<file path="src/rtl/ipv4_hdr_capture_ctrl.sv">
// ipv4_hdr_capture_ctrl: captures IPv4 header fields from a 16-bit word stream,
// checks version/IHL/checksum and presents the result with a valid/ack handshake.
module ipv4_hdr_capture_ctrl (
    input  logic        clk,
    input  logic        reset,
    input  logic        in_valid,
    input  logic [15:0] in_data,
    output logic        in_ready,
    output logic        hdr_valid,
    input  logic        out_ack,
    output logic        hdr_ok,
    output logic [1:0]  err_code,
    output logic [3:0]  ihl,
    output logic [15:0] total_len,
    output logic [7:0]  ttl,
    output logic [7:0]  proto,
    output logic [31:0] src_addr,
    output logic [31:0] dst_addr
);
    typedef enum logic [1:0] {IDLE, CAPTURE, CHECK, HOLD} state_t;
    state_t      state;
    logic [3:0]  ver;
    logic [4:0]  wcnt;
    logic [15:0] acc;
    logic [16:0] sum;
    logic [4:0]  last_idx;
    logic        xfer;
    assign xfer = in_valid & in_ready;
    assign sum = {1'b0, acc} + {1'b0, in_data};
    // an illegal IHL still consumes a 20-byte header
    assign last_idx = (ihl >= 4'd5) ? {ihl, 1'b0} - 5'd1 : 5'd9;
    always_ff @(posedge clk or negedge reset) begin
        if (!reset) begin
            state     <= IDLE;
            in_ready  <= 1'b0;
            hdr_valid <= 1'b0;
            hdr_ok    <= 1'b0;
            err_code  <= 2'd0;
            ver       <= 4'd0;
            ihl       <= 4'd0;
            wcnt      <= 5'd0;
            acc       <= 16'd0;
            total_len <= 16'd0;
            ttl       <= 8'd0;
            proto     <= 8'd0;
            src_addr  <= 32'd0;
            dst_addr  <= 32'd0;
        end else begin
            case (state)
                IDLE: begin
                    in_ready <= 1'b1;
                    if (xfer) begin
                        ver   <= in_data[15:12];
                        ihl   <= in_data[11:8];
                        wcnt  <= 5'd1;
                        acc   <= in_data;
                        state <= CAPTURE;
                    end
                end
                CAPTURE: begin
                    if (xfer) begin
                        acc  <= sum[15:0] + {15'd0, sum[16]};
                        wcnt <= wcnt + 5'd1;
                        if (wcnt == 5'd1) total_len <= in_data;
                        if (wcnt == 5'd4) {ttl, proto} <= in_data;
                        if (wcnt == 5'd6) src_addr[31:16] <= in_data;
                        if (wcnt == 5'd7) src_addr[15:0] <= in_data;
                        if (wcnt == 5'd8) dst_addr[31:16] <= in_data;
                        if (wcnt == 5'd9) dst_addr[15:0] <= in_data;
                        if (wcnt == last_idx) begin
                            in_ready <= 1'b0;
                            state    <= CHECK;
                        end
                    end
                end
                CHECK: begin
                    err_code  <= (ver != 4'd4) ? 2'd1 : (ihl < 4'd5) ? 2'd2 : (acc != 16'hFFFF) ? 2'd3 : 2'd0;
                    hdr_ok    <= (ver == 4'd4) && (ihl >= 4'd5) && (acc == 16'hFFFF);
                    hdr_valid <= 1'b1;
                    state     <= HOLD;
                end
                HOLD: begin
                    if (out_ack) begin
                        hdr_valid <= 1'b0;
                        in_ready  <= 1'b1;
                        state     <= IDLE;
                    end
                end
                default: state <= IDLE;
            endcase
        end
    end
endmodule

</file>
<file path="config.mk">
export PLATFORM = sky130hd
export DESIGN_NAME = ipv4_hdr_capture_ctrl
export DESIGN_NICKNAME = d
export VERILOG_FILES = /design/src/rtl/ipv4_hdr_capture_ctrl.sv
export SDC_FILE = /design/constraint.sdc
export NUM_CORES = 1
export LEC_CHECK = 0
export ABC_AREA = 1
export CORE_AREA = 2 2 79 156
export CTS_BUF_LIST = sky130_fd_sc_hd__clkbuf_8
export DETAILED_ROUTE_END_ITERATION = 10
export DIE_AREA = 0 0 81 158
export PLACE_DENSITY = 0.9
export SYNTH_ARGS = -nofsm -noshare
export SYNTH_HDL_FRONTEND = slang
export SYNTH_SLANG_ARGS = --single-unit
</file>
<file path="constraint.sdc">
create_clock -name clk -period 8.2 [get_ports clk]
set_input_delay 0.82 -clock clk [delete_from_list [all_inputs] [get_ports clk]]
set_output_delay 0.82 -clock clk [all_outputs]
set_load 0.05 [all_outputs]
</file>
# [Yosys cells after proc, flatten, opt, wreduce, memory -nomap -nowiden]
# Index checks and enable logic that the tools add are counted.
# W data, S select, Z words.
[totals] ff_bits=132 input_bits=20 output_inout_bits=105 wordCells=79
[classes] add_sub_neg=4 order_cmp=2 n_eq_ne=18 muxes=21 bitwise=1 reduce_logical=17
[op_table] op="$mux W16" n=2
[op_table] op="$pmux W16 S2" n=1
[op_table] op="$reduce_and A3 Y1" n=7
[op_table] op="$add A16 B16 Y17" n=1
[op_table] op="$add A16 B1 Y16" n=1
[op_table] op="$eq A16 B16 Y1 const B" n=1
[op_table] op="$ne A16 B16 Y1 const B" n=1
[op_table] op="$eq A5 B3 Y1 const B" n=3
[op_table] op="$mux W5" n=3
[op_table] op="$mux W2" n=7
[op_table] op="$eq A5 B4 Y1 const B" n=2
[op_table] op="$pmux W5 S2" n=1
[op_table] op="$ne A2 B2 Y1 const B" n=4
[op_table] op="$pmux W2 S4" n=1
[op_table] op="$reduce_and A4 Y1" n=2
[op_table] op="$add A5 B1 Y5 const B" n=1
[op_table] op="$eq A5 B1 Y1 const B" n=1
[op_table] op="$eq A5 B5 Y1" n=1
[op_table] op="$sub A5 B1 Y5 const B" n=1
[op_table] op="$eq A2 B2 Y1 const B" n=2
[op_table] op="$eq A4 B3 Y1 const B" n=1
[op_table] op="$ge A4 B3 Y1 const B" n=1
[op_table] op="$lt A4 B3 Y1 const B" n=1
[op_table] op="$mux W1" n=4
[op_table] op="other kinds (10)" n=13

# [Longest topological paths before layout]
# Gate-level depths: netlist of the first run.
[depth] depth_word=6 mapped_depth=23 ltp_nobuf=23

# [Worst setup path after synthesis of the first run]
# No wires, ideal clock.
[synth_timing] path_type="in2reg" from="input in_data[0]" to="register acc[10]" setup_time_ns=0.117 arrival_time_ns=3.120 t_required_ns=8.083 setup_slack_ns=4.963 path_stages=22 path_buffers=0 cell_sequence="ha_1 fa_1 nand2_1 nand3_1 nand3_1 nand2_1 nand2_1 nand2_1 a21oi_1 o21bai_1 ha_1 ha_1 inv_1 nor2_1 nand3_1 nor2_2 nand2_2 nor2_1 xnor2_1 nand2_1 nand2_1 nand2_1"
[synth_via] elab_chain_len=4
[synth_rtl] element="start, declared" line_no="7" rtl="input logic [15:0] in_data,"
[synth_rtl] element="$add A16 B16 Y17" line_no="29" rtl="assign sum = {1'b0, acc} + {1'b0, in_data};"
[synth_rtl] element="$add A16 B1 Y16" line_no="62" rtl="acc <= sum[15:0] + {15'd0, sum[16]};"
[synth_rtl] element="$mux W16" line_no="61" rtl="if (xfer) begin"
[synth_rtl] element="$pmux W16 S2" line_no="49" rtl="case (state)"
[synth_rtl] element="end signal, assigned" line_no="56" rtl="acc <= in_data;"
[synth_rtl] element="end signal, assigned" line_no="62"
[synth_rtl] element="end, declared" line_no="24" rtl="logic [15:0] acc;"
# Every way passes these cells. The select of a mux whose other input is x is not followed.
# A chain may end at the register's enable or synchronous reset.

# [Final worst setup path of the first run]
[layout_timing] from="input in_data[0]" to="register acc[14]"
# Same word-level chain as after synthesis.

==> results of run 1 <==
-- cells by family after synthesis --
group | share of synthesized area
AO/OA/AOI/OAI | 0.1281
adder cells (fa/ha/maj) | 0.05708
flip-flops | 0.4924
AND/OR/NAND/NOR | 0.2345
buffers and inverters | 0.06939
XOR/XNOR | 0.01847
-- Yosys cell counts (2+ instances only) --
master / n / area share
sky130_fd_sc_hd__nand2_1: 246 / 0.14
sky130_fd_sc_hd__dfrtp_1: 132 / 0.49
sky130_fd_sc_hd__o21ai_0: 130 / 0.097
sky130_fd_sc_hd__inv_1: 92 / 0.051
sky130_fd_sc_hd__nand3_1: 36 / 0.027
sky130_fd_sc_hd__ha_1: 29 / 0.054
sky130_fd_sc_hd__a21oi_1: 28 / 0.021
sky130_fd_sc_hd__nor2_1: 25 / 0.014
sky130_fd_sc_hd__clkbuf_1: 23 / 0.013
sky130_fd_sc_hd__nand2_2: 18 / 0.017
sky130_fd_sc_hd__nand4_1: 15 / 0.014
sky130_fd_sc_hd__nor2_2: 6 / 0.0056
sky130_fd_sc_hd__xor2_1: 6 / 0.0078
sky130_fd_sc_hd__xnor2_1: 5 / 0.0065
sky130_fd_sc_hd__inv_2: 4 / 0.0022
sky130_fd_sc_hd__nand3b_1: 4 / 0.0045
sky130_fd_sc_hd__nor2_4: 3 / 0.0050
sky130_fd_sc_hd__nor3_1: 2 / 0.0015
sky130_fd_sc_hd__o211ai_1: 2 / 0.0022
sky130_fd_sc_hd__o21ai_1: 2 / 0.0015
sky130_fd_sc_hd__o22ai_1: 2 / 0.0019
-- through the flow --
stage / worst slack, ps / util / power, mW / hold slack (ps) / cell area (um^2)
after floorplan: 4963 / - / 2.454 / 442.6 / 6708
after global placement: 4210 / 0.6911 / 3.030 / 465.3 / 8038
after detailed placement: 4041 / 0.6911 / 3.092 / 470.8 / 8038
after CTS: 4519 / 0.7310 / 3.751 / 488.7 / 8502
after global routing: 4077 / 0.7310 / 3.984 / 520.3 / 8502
final: 4394 / 0.7310 / 3.770 / 485.7 / 8502
-- state kept, by name, indices dropped and copies added, names as in the netlist --
name and flops:
acc 16, dst_addr 32, err_code 2, hdr_ok 1, hdr_valid 1, ihl 4, in_ready 1, proto 8
src_addr 32, state 2, total_len 16, ttl 8, ver 4, wcnt 5
-- routing by layer --
layer / vias to the layer above / share of wire / wire (um) / GRT usage
met5: - / 0 / 0 / 0
met4: 0 / 0.083 / 1695 / 0.2696
met3: 112 / 0.058 / 1170 / 0.05758
met2: 365 / 0.54 / 10890 / 0.5954
met1: 3022 / 0.32 / 6578 / 0.3528
li1: 2910 / - / - / -
-- power by group --
group	switching, mW	total, mW	internal [mW]
Sequential	0.186	1.06	0.878
Combinational	1.42	2.07	0.650
Clock	0.260	0.637	0.377
-- cell type report --
cell class	count	share of cell area
Multi-Input combinational cell	571	0.3457
Clock buffer	19	0.03076
Clock inverter	12	0.02384
Sequential cell	132	0.3885
Tap cell	145	0.02134
Timing Repair Buffer	126	0.1475
Inverter	96	0.04238
-- worst max-delay path by stage --
stage / start / endpoint / cells past startpoint
floorplan: in_data[0] / acc[10] / 22
global placement: in_data[0] / acc[10] / 23
detailed placement: in_data[0] / acc[14] / 24
CTS: in_data[0] / acc[14] / 24
global route: in_data[0] / acc[14] / 24
finish: in_data[0] / acc[14] / 24
==> flow_summary_export.csv, run 1 <==
group,metric,value,unit
status,outcome,"completed",
synth,ys_ff_latch,132,
synth,asr_flop_ratio_synth,1.000,
finish,layout_common_cells,"sky130_fd_sc_hd__nand2_1, sky130_fd_sc_hd__dfrtp_1, sky130_fd_sc_hd__o21ai_0",
synth,synth-edff-count,0,
grt,number_of_global_route_vias_before_repair,6380,
worst_setup_path,reg2reg_setup_slack,4870,ps
die,core-area,0.01163,mm^2
worst_setup_path,crit_path_cell_trace,"clkdlybuf4s50_1 > ha_1 > fa_1 > nand2_1 > nand3_1 > nand3_1 > nand2_1 > nand2_1 > nand2_1 > a21oi_1 > o21bai_1 > ha_1 > ha_1 > inv_1 > nor2_1 > nand3_1 > nor2_2 > nand2_2 > nor2_1 > nand2_1 > nand2_1 > nand3_1 > nand2_1 > nand2_1",
finish,stdcell_count,1101,
synth,synth_flop_cell,"sky130_fd_sc_hd__dfrtp_1",
die,fp-row-count,56,
grt,grt_first_pass_wirelength,32520,um
worst_setup_path,critical-path-max-stage-delay,490,ps
die,io_pins,125,
finish,drive_above_1_share,0.07322,
finish,mostFrequentLayoutCell,"sky130_fd_sc_hd__nand2_1",
grt,globalRoute.totalOverflow,0,
worst_setup_path,timing.rr.end,"acc[14]",
sta,final-max-slew-violation-count,0,
clock_tree,numCtsBuffers,17,
sta,fin_crit_period,3806,ps
clock_tree,cts_post_setup_buffers_inserted,0,
hold_path,worst_hold_path_type,"input port to asynchronous set/reset pin",
grt,grt_util_all_layers,0.3426,
grt,largest_net_degree_at_the_start_of_global_routing,76,
sta,worst_pin_slew,1198,ps
worst_setup_path,timing.rr.start,"acc[0]",
worst_setup_path,buffers_plus_inverters_on_the_worst_setup_path,2,
clock_tree,cts-htree-levels,4,
synth,synth-seq-area-share,0.4924,
drt,detail_route.iter0.violations,493,
finish,multi_input_area,0.002939,mm^2
grt,antenna_found_initial,0,
die,effective_utilization_at_floorplan,0.5767,
die,floorplan.die.width,81,um
power_and_ir_drop,p_leak,4.105,nW
clock_tree,clockBufferDepth,2,
power_and_ir_drop,peakVddDrop,0.2515,mV
synth,syn-mean-instance-area,8.140,um^2
drt,drt-wirelength-per-cell,18.47,um
die,chipHeight,158,um
worst_setup_path,setup.worst_path.start_class,"input port",
worst_setup_path,critical_path_class,"input port to register",
placement,routabilityCongestion,0.9651,
sta,relative_max_transition_margin,0.1989,
worst_setup_path,path_max_fanout,4,
worst_setup_path,critical_path_arrival,4140,ps
drt,wirelength_routed,20330,um
die,die-area,0.01280,mm^2
worst_setup_path,cpLargestDelayFamily,"simple AND/OR/NAND/NOR gates",
sta,fin_skew,10.41,ps
drt,vias,6409,
sta,timing.final.hold_violations,0,
finish,finalNetCount,994,
worst_setup_path,critPathRequiredTime,8540,ps
clock_tree,clk_root_buffer_cell,"sky130_fd_sc_hd__clkbuf_8",
drt,postRouteAntennaNets,0,
job,max-cap-violations,0,
worst_setup_path,critical_path.slowest_cell,"sky130_fd_sc_hd__clkdlybuf4s50_1",
sta,grt_setup_unrepaired,"no",
clock_tree,worstSkewPairLatency,450,ps
drt,vias_per_cell,5.821,
placement,dp_cells,1070,
drt,drt_pre_antenna_iters,8,
synth,yosysWarnings,0,
placement,port-buffer-count,124,
worst_setup_path,timing.critical_path.to_type,"register",
clock_tree,cts_sinks,132,
clock_tree,cts_resized,0,
power_and_ir_drop,power_density,443.4,mW/mm^2
sta,fmax,0.2628,GHz
synth,netlist_area_pre_place,0.006708,mm^2
sta,setup_violations,0,
clock_tree,cts_hold_repair.buffers,0,
synth,synthCells,824,
worst_setup_path,timing.critical_path.mode_cell,"sky130_fd_sc_hd__nand2_1",
synth,yosys.cell_types.count,35,
synth,synthesis.nets,874,
clock_tree,tritoncts,"yes",
finish,combined_flip_flop_and_latch_cell_area,0.003303,mm^2
placement,place_hpwl,14670,um
finish,antenna_cells,0,
sta,min_period_over_period,0.4641,
clock_tree,clk_transition_reported_paths,80,ps
finish,area_growth_syn_to_layout,26.75,%
worst_setup_path,worst-r2r-cell-count,23,
sta,fin_tns_setup,0,ps
finish,layout.filler_cells,822,
drt,route.detailed.drc,0,
No activity file was read; power rests on OpenSTA's default activity.
==> inputs of run 2 (changes only) <==
Settings changed: CORE_AREA 2 2 79 156 to 2 2 82 163, DIE_AREA 0 0 81 158 to 0 0 84 165, PLACE_DENSITY 0.9 to 0.84.
Clock period 8.2 ns to 3.8 ns, I/O delays scaled along.
==> flow_summary_export.csv, run 2 (synthesized netlist as in run 1, its figures left out) <==
group,metric,value,unit
clock_tree,cts_hold_repair.buffers,0,
drt,vias,6158,
worst_setup_path,setup.worst_path.start_class,"input port",
power_and_ir_drop,p_sw_frac,0.4863,
power_and_ir_drop,power_frac_clock,0.165,
power_and_ir_drop,peakVddDrop,0.6197,mV
power_and_ir_drop,power_frac_comb,0.552,
die,chipHeight,165,um
drt,drt-wirelength-per-cell,17.07,um
status,outcome,"completed",
power_and_ir_drop,finalPower,8.011,mW
die,fp-row-count,58,
clock_tree,clk_transition_reported_paths,80,ps
sta,setup_violations,0,
placement,routabilityCongestion,1.015,
clock_tree,clk_root_buffer_cell,"sky130_fd_sc_hd__clkbuf_8",
die,io_pins,125,
clock_tree,tritoncts,"yes",
sta,fmax,0.3199,GHz
worst_setup_path,path_max_fanout,5,
drt,postRouteAntennaNets,0,
worst_setup_path,critical_path_arrival,3460,ps
sta,final.setup.worst_slack,673.5,ps
placement,placedInstanceArea,0.008102,mm^2
grt,globalRoute.totalOverflow,0,
clock_tree,cts_post_setup_buffers_inserted,0,
finish,mostFrequentLayoutCell,"sky130_fd_sc_hd__nand2_1",
power_and_ir_drop,power_density,936.4,mW/mm^2
sta,fin_crit_period,3126,ps
power_and_ir_drop,power_switching,3.896,mW
finish,stdcell_area,0.008554,mm^2
die,die-area,0.01386,mm^2
die,effective_utilization_at_floorplan,0.5343,
power_and_ir_drop,p_leak,4.150,nW
worst_setup_path,critical_path_class,"input port to register",
sta,timing.final.hold_violations,0,
grt,number_of_global_route_vias_before_repair,6065,
sta,min_period_over_period,0.8228,
drt,vias_per_cell,5.538,
worst_setup_path,timing.critical_path.to_type,"register",
sta,relative_max_transition_margin,0.3331,
drt,drt_pre_antenna_iters,5,
clock_tree,clockBufferDepth,2,
sta,grt_setup_unrepaired,"no",
drt,wirelength_routed,18980,um
drt,route.detailed.drc,0,
finish,area_growth_syn_to_layout,27.53,%
placement,place_ws,230.4,ps
grt,grt_util_all_layers,0.2828,
power_and_ir_drop,internal-power,4.115,mW
power_and_ir_drop,power_frac_seq,0.283,
placement,port-buffer-count,124,
sta,fin_skew,11.16,ps
clock_tree,cts_resized,0,
sta,final-max-slew-violation-count,0,
finish,layout_common_cells,"sky130_fd_sc_hd__nand2_1, sky130_fd_sc_hd__dfrtp_1, sky130_fd_sc_hd__o21ai_0",
clock_tree,cts-htree-levels,4,
job,max-cap-violations,0,
drt,detail_route.iter0.violations,371,
sta,fin_tns_setup,0,ps
finish,drive_above_1_share,0.07796,
finish,finalNetCount,1000,
clock_tree,cts_sinks,132,
grt,largest_net_degree_at_the_start_of_global_routing,80,
worst_setup_path,critPathRequiredTime,4130,ps
finish,final_core_util,0.6814,
finish,layout.filler_cells,1000,
grt,antenna_found_initial,0,
die,floorplan.die.width,84,um
die,core-area,0.01255,mm^2
finish,top_regs,"dst_addr: 32 flops, src_addr: 32 flops",
sta,worst_pin_slew,1000,ps
hold_path,worst_hold_path_type,"input port to asynchronous set/reset pin",
clock_tree,worstSkewPairLatency,440,ps
clock_tree,numCtsBuffers,17,
placement,place_hpwl,14270,um
finish,antenna_cells,0,
grt,grt_first_pass_wirelength,30150,um
run 2: cell types whose count changed in the layout (fill, tap and decap cells not counted), sizes merged:
cell | before | now
clkinvlp | 4 | 1
clkinv | 2 | 3
bufinv | 5 | 4
clkbuf | 19 | 22
buf | 3 | 9
run 2: layout make-up:
class	instances	area, um^2	area share
flip-flops and latches	132	3303	0.3861
multi-input cells	571	2939	0.3436
repair buffers	132	1311	0.1533
inverters	96	360.3	0.04212
clock buffers	22	302.8	0.03540
well taps	150	187.7	0.02194
clock inverters	9	150.1	0.01755
run 2: final timing paths:
path                                 to  cells past startpoint  startpoint  slack [ps]
min in group clk                 ver[2]                      2      ver[2]         480
max in group asynchronous  dst_addr[13]                      2       reset        2850
setup reg to reg                acc[10]                     22      acc[0]         680
hold / removal             total_len[5]                      1       reset          90
setup / recovery                acc[13]                     23  in_data[0]         670
hold reg to reg                  ver[2]                      2      ver[2]         480
run 2: power groups by stage:
stage	Sequential [mW]	Clock, mW	Combinational [mW]
floorplan	3.42	0	1.88
global placement	2.26	0	4.33
detailed placement	2.27	0	4.40
CTS	2.26	1.33	4.42
global route	2.32	1.39	4.80
finish	2.27	1.32	4.42
run 2: per-stage QoR:
stage,hold slack (ps),cells
floorplan,84.41,824
global placement,465.2,1081
detailed placement,468.4,1081
CTS,121.8,1112
global route,158.0,1112
finish,91.59,1112
run 2: critical path, cell delays in order:
cell	delay [ps]
sky130_fd_sc_hd__clkdlybuf4s50_1	490
sky130_fd_sc_hd__ha_1	230
sky130_fd_sc_hd__fa_1	280
sky130_fd_sc_hd__nand2_1	70
sky130_fd_sc_hd__nand3_1	90
sky130_fd_sc_hd__nand3_1	100
sky130_fd_sc_hd__nand2_1	90
sky130_fd_sc_hd__nand2_1	70
sky130_fd_sc_hd__nand2_1	80
sky130_fd_sc_hd__a21oi_1	60
sky130_fd_sc_hd__o21bai_1	160
sky130_fd_sc_hd__ha_1	200
sky130_fd_sc_hd__nand2_1	60
sky130_fd_sc_hd__nor2_1	180
sky130_fd_sc_hd__nand3_1	150
sky130_fd_sc_hd__nor2_2	180
sky130_fd_sc_hd__nand3_4	120
sky130_fd_sc_hd__nor2_4	150
sky130_fd_sc_hd__nand2_1	60
sky130_fd_sc_hd__nand2_1	50
sky130_fd_sc_hd__nand3_1	60
sky130_fd_sc_hd__nand2_1	60
sky130_fd_sc_hd__nand2_1	50
run 2: layer usage:
metal / up-vias / wire length [um] / share of wire / GRT usage
met3: 72 / 741 / 0.039 / 0.04848
met2: 243 / 10280 / 0.54 / 0.5251
met5: - / 0 / 0 / 0
met4: 0 / 1283 / 0.068 / 0.1833
li1: 2914 / - / - / -
met1: 2929 / 6681 / 0.35 / 0.2870
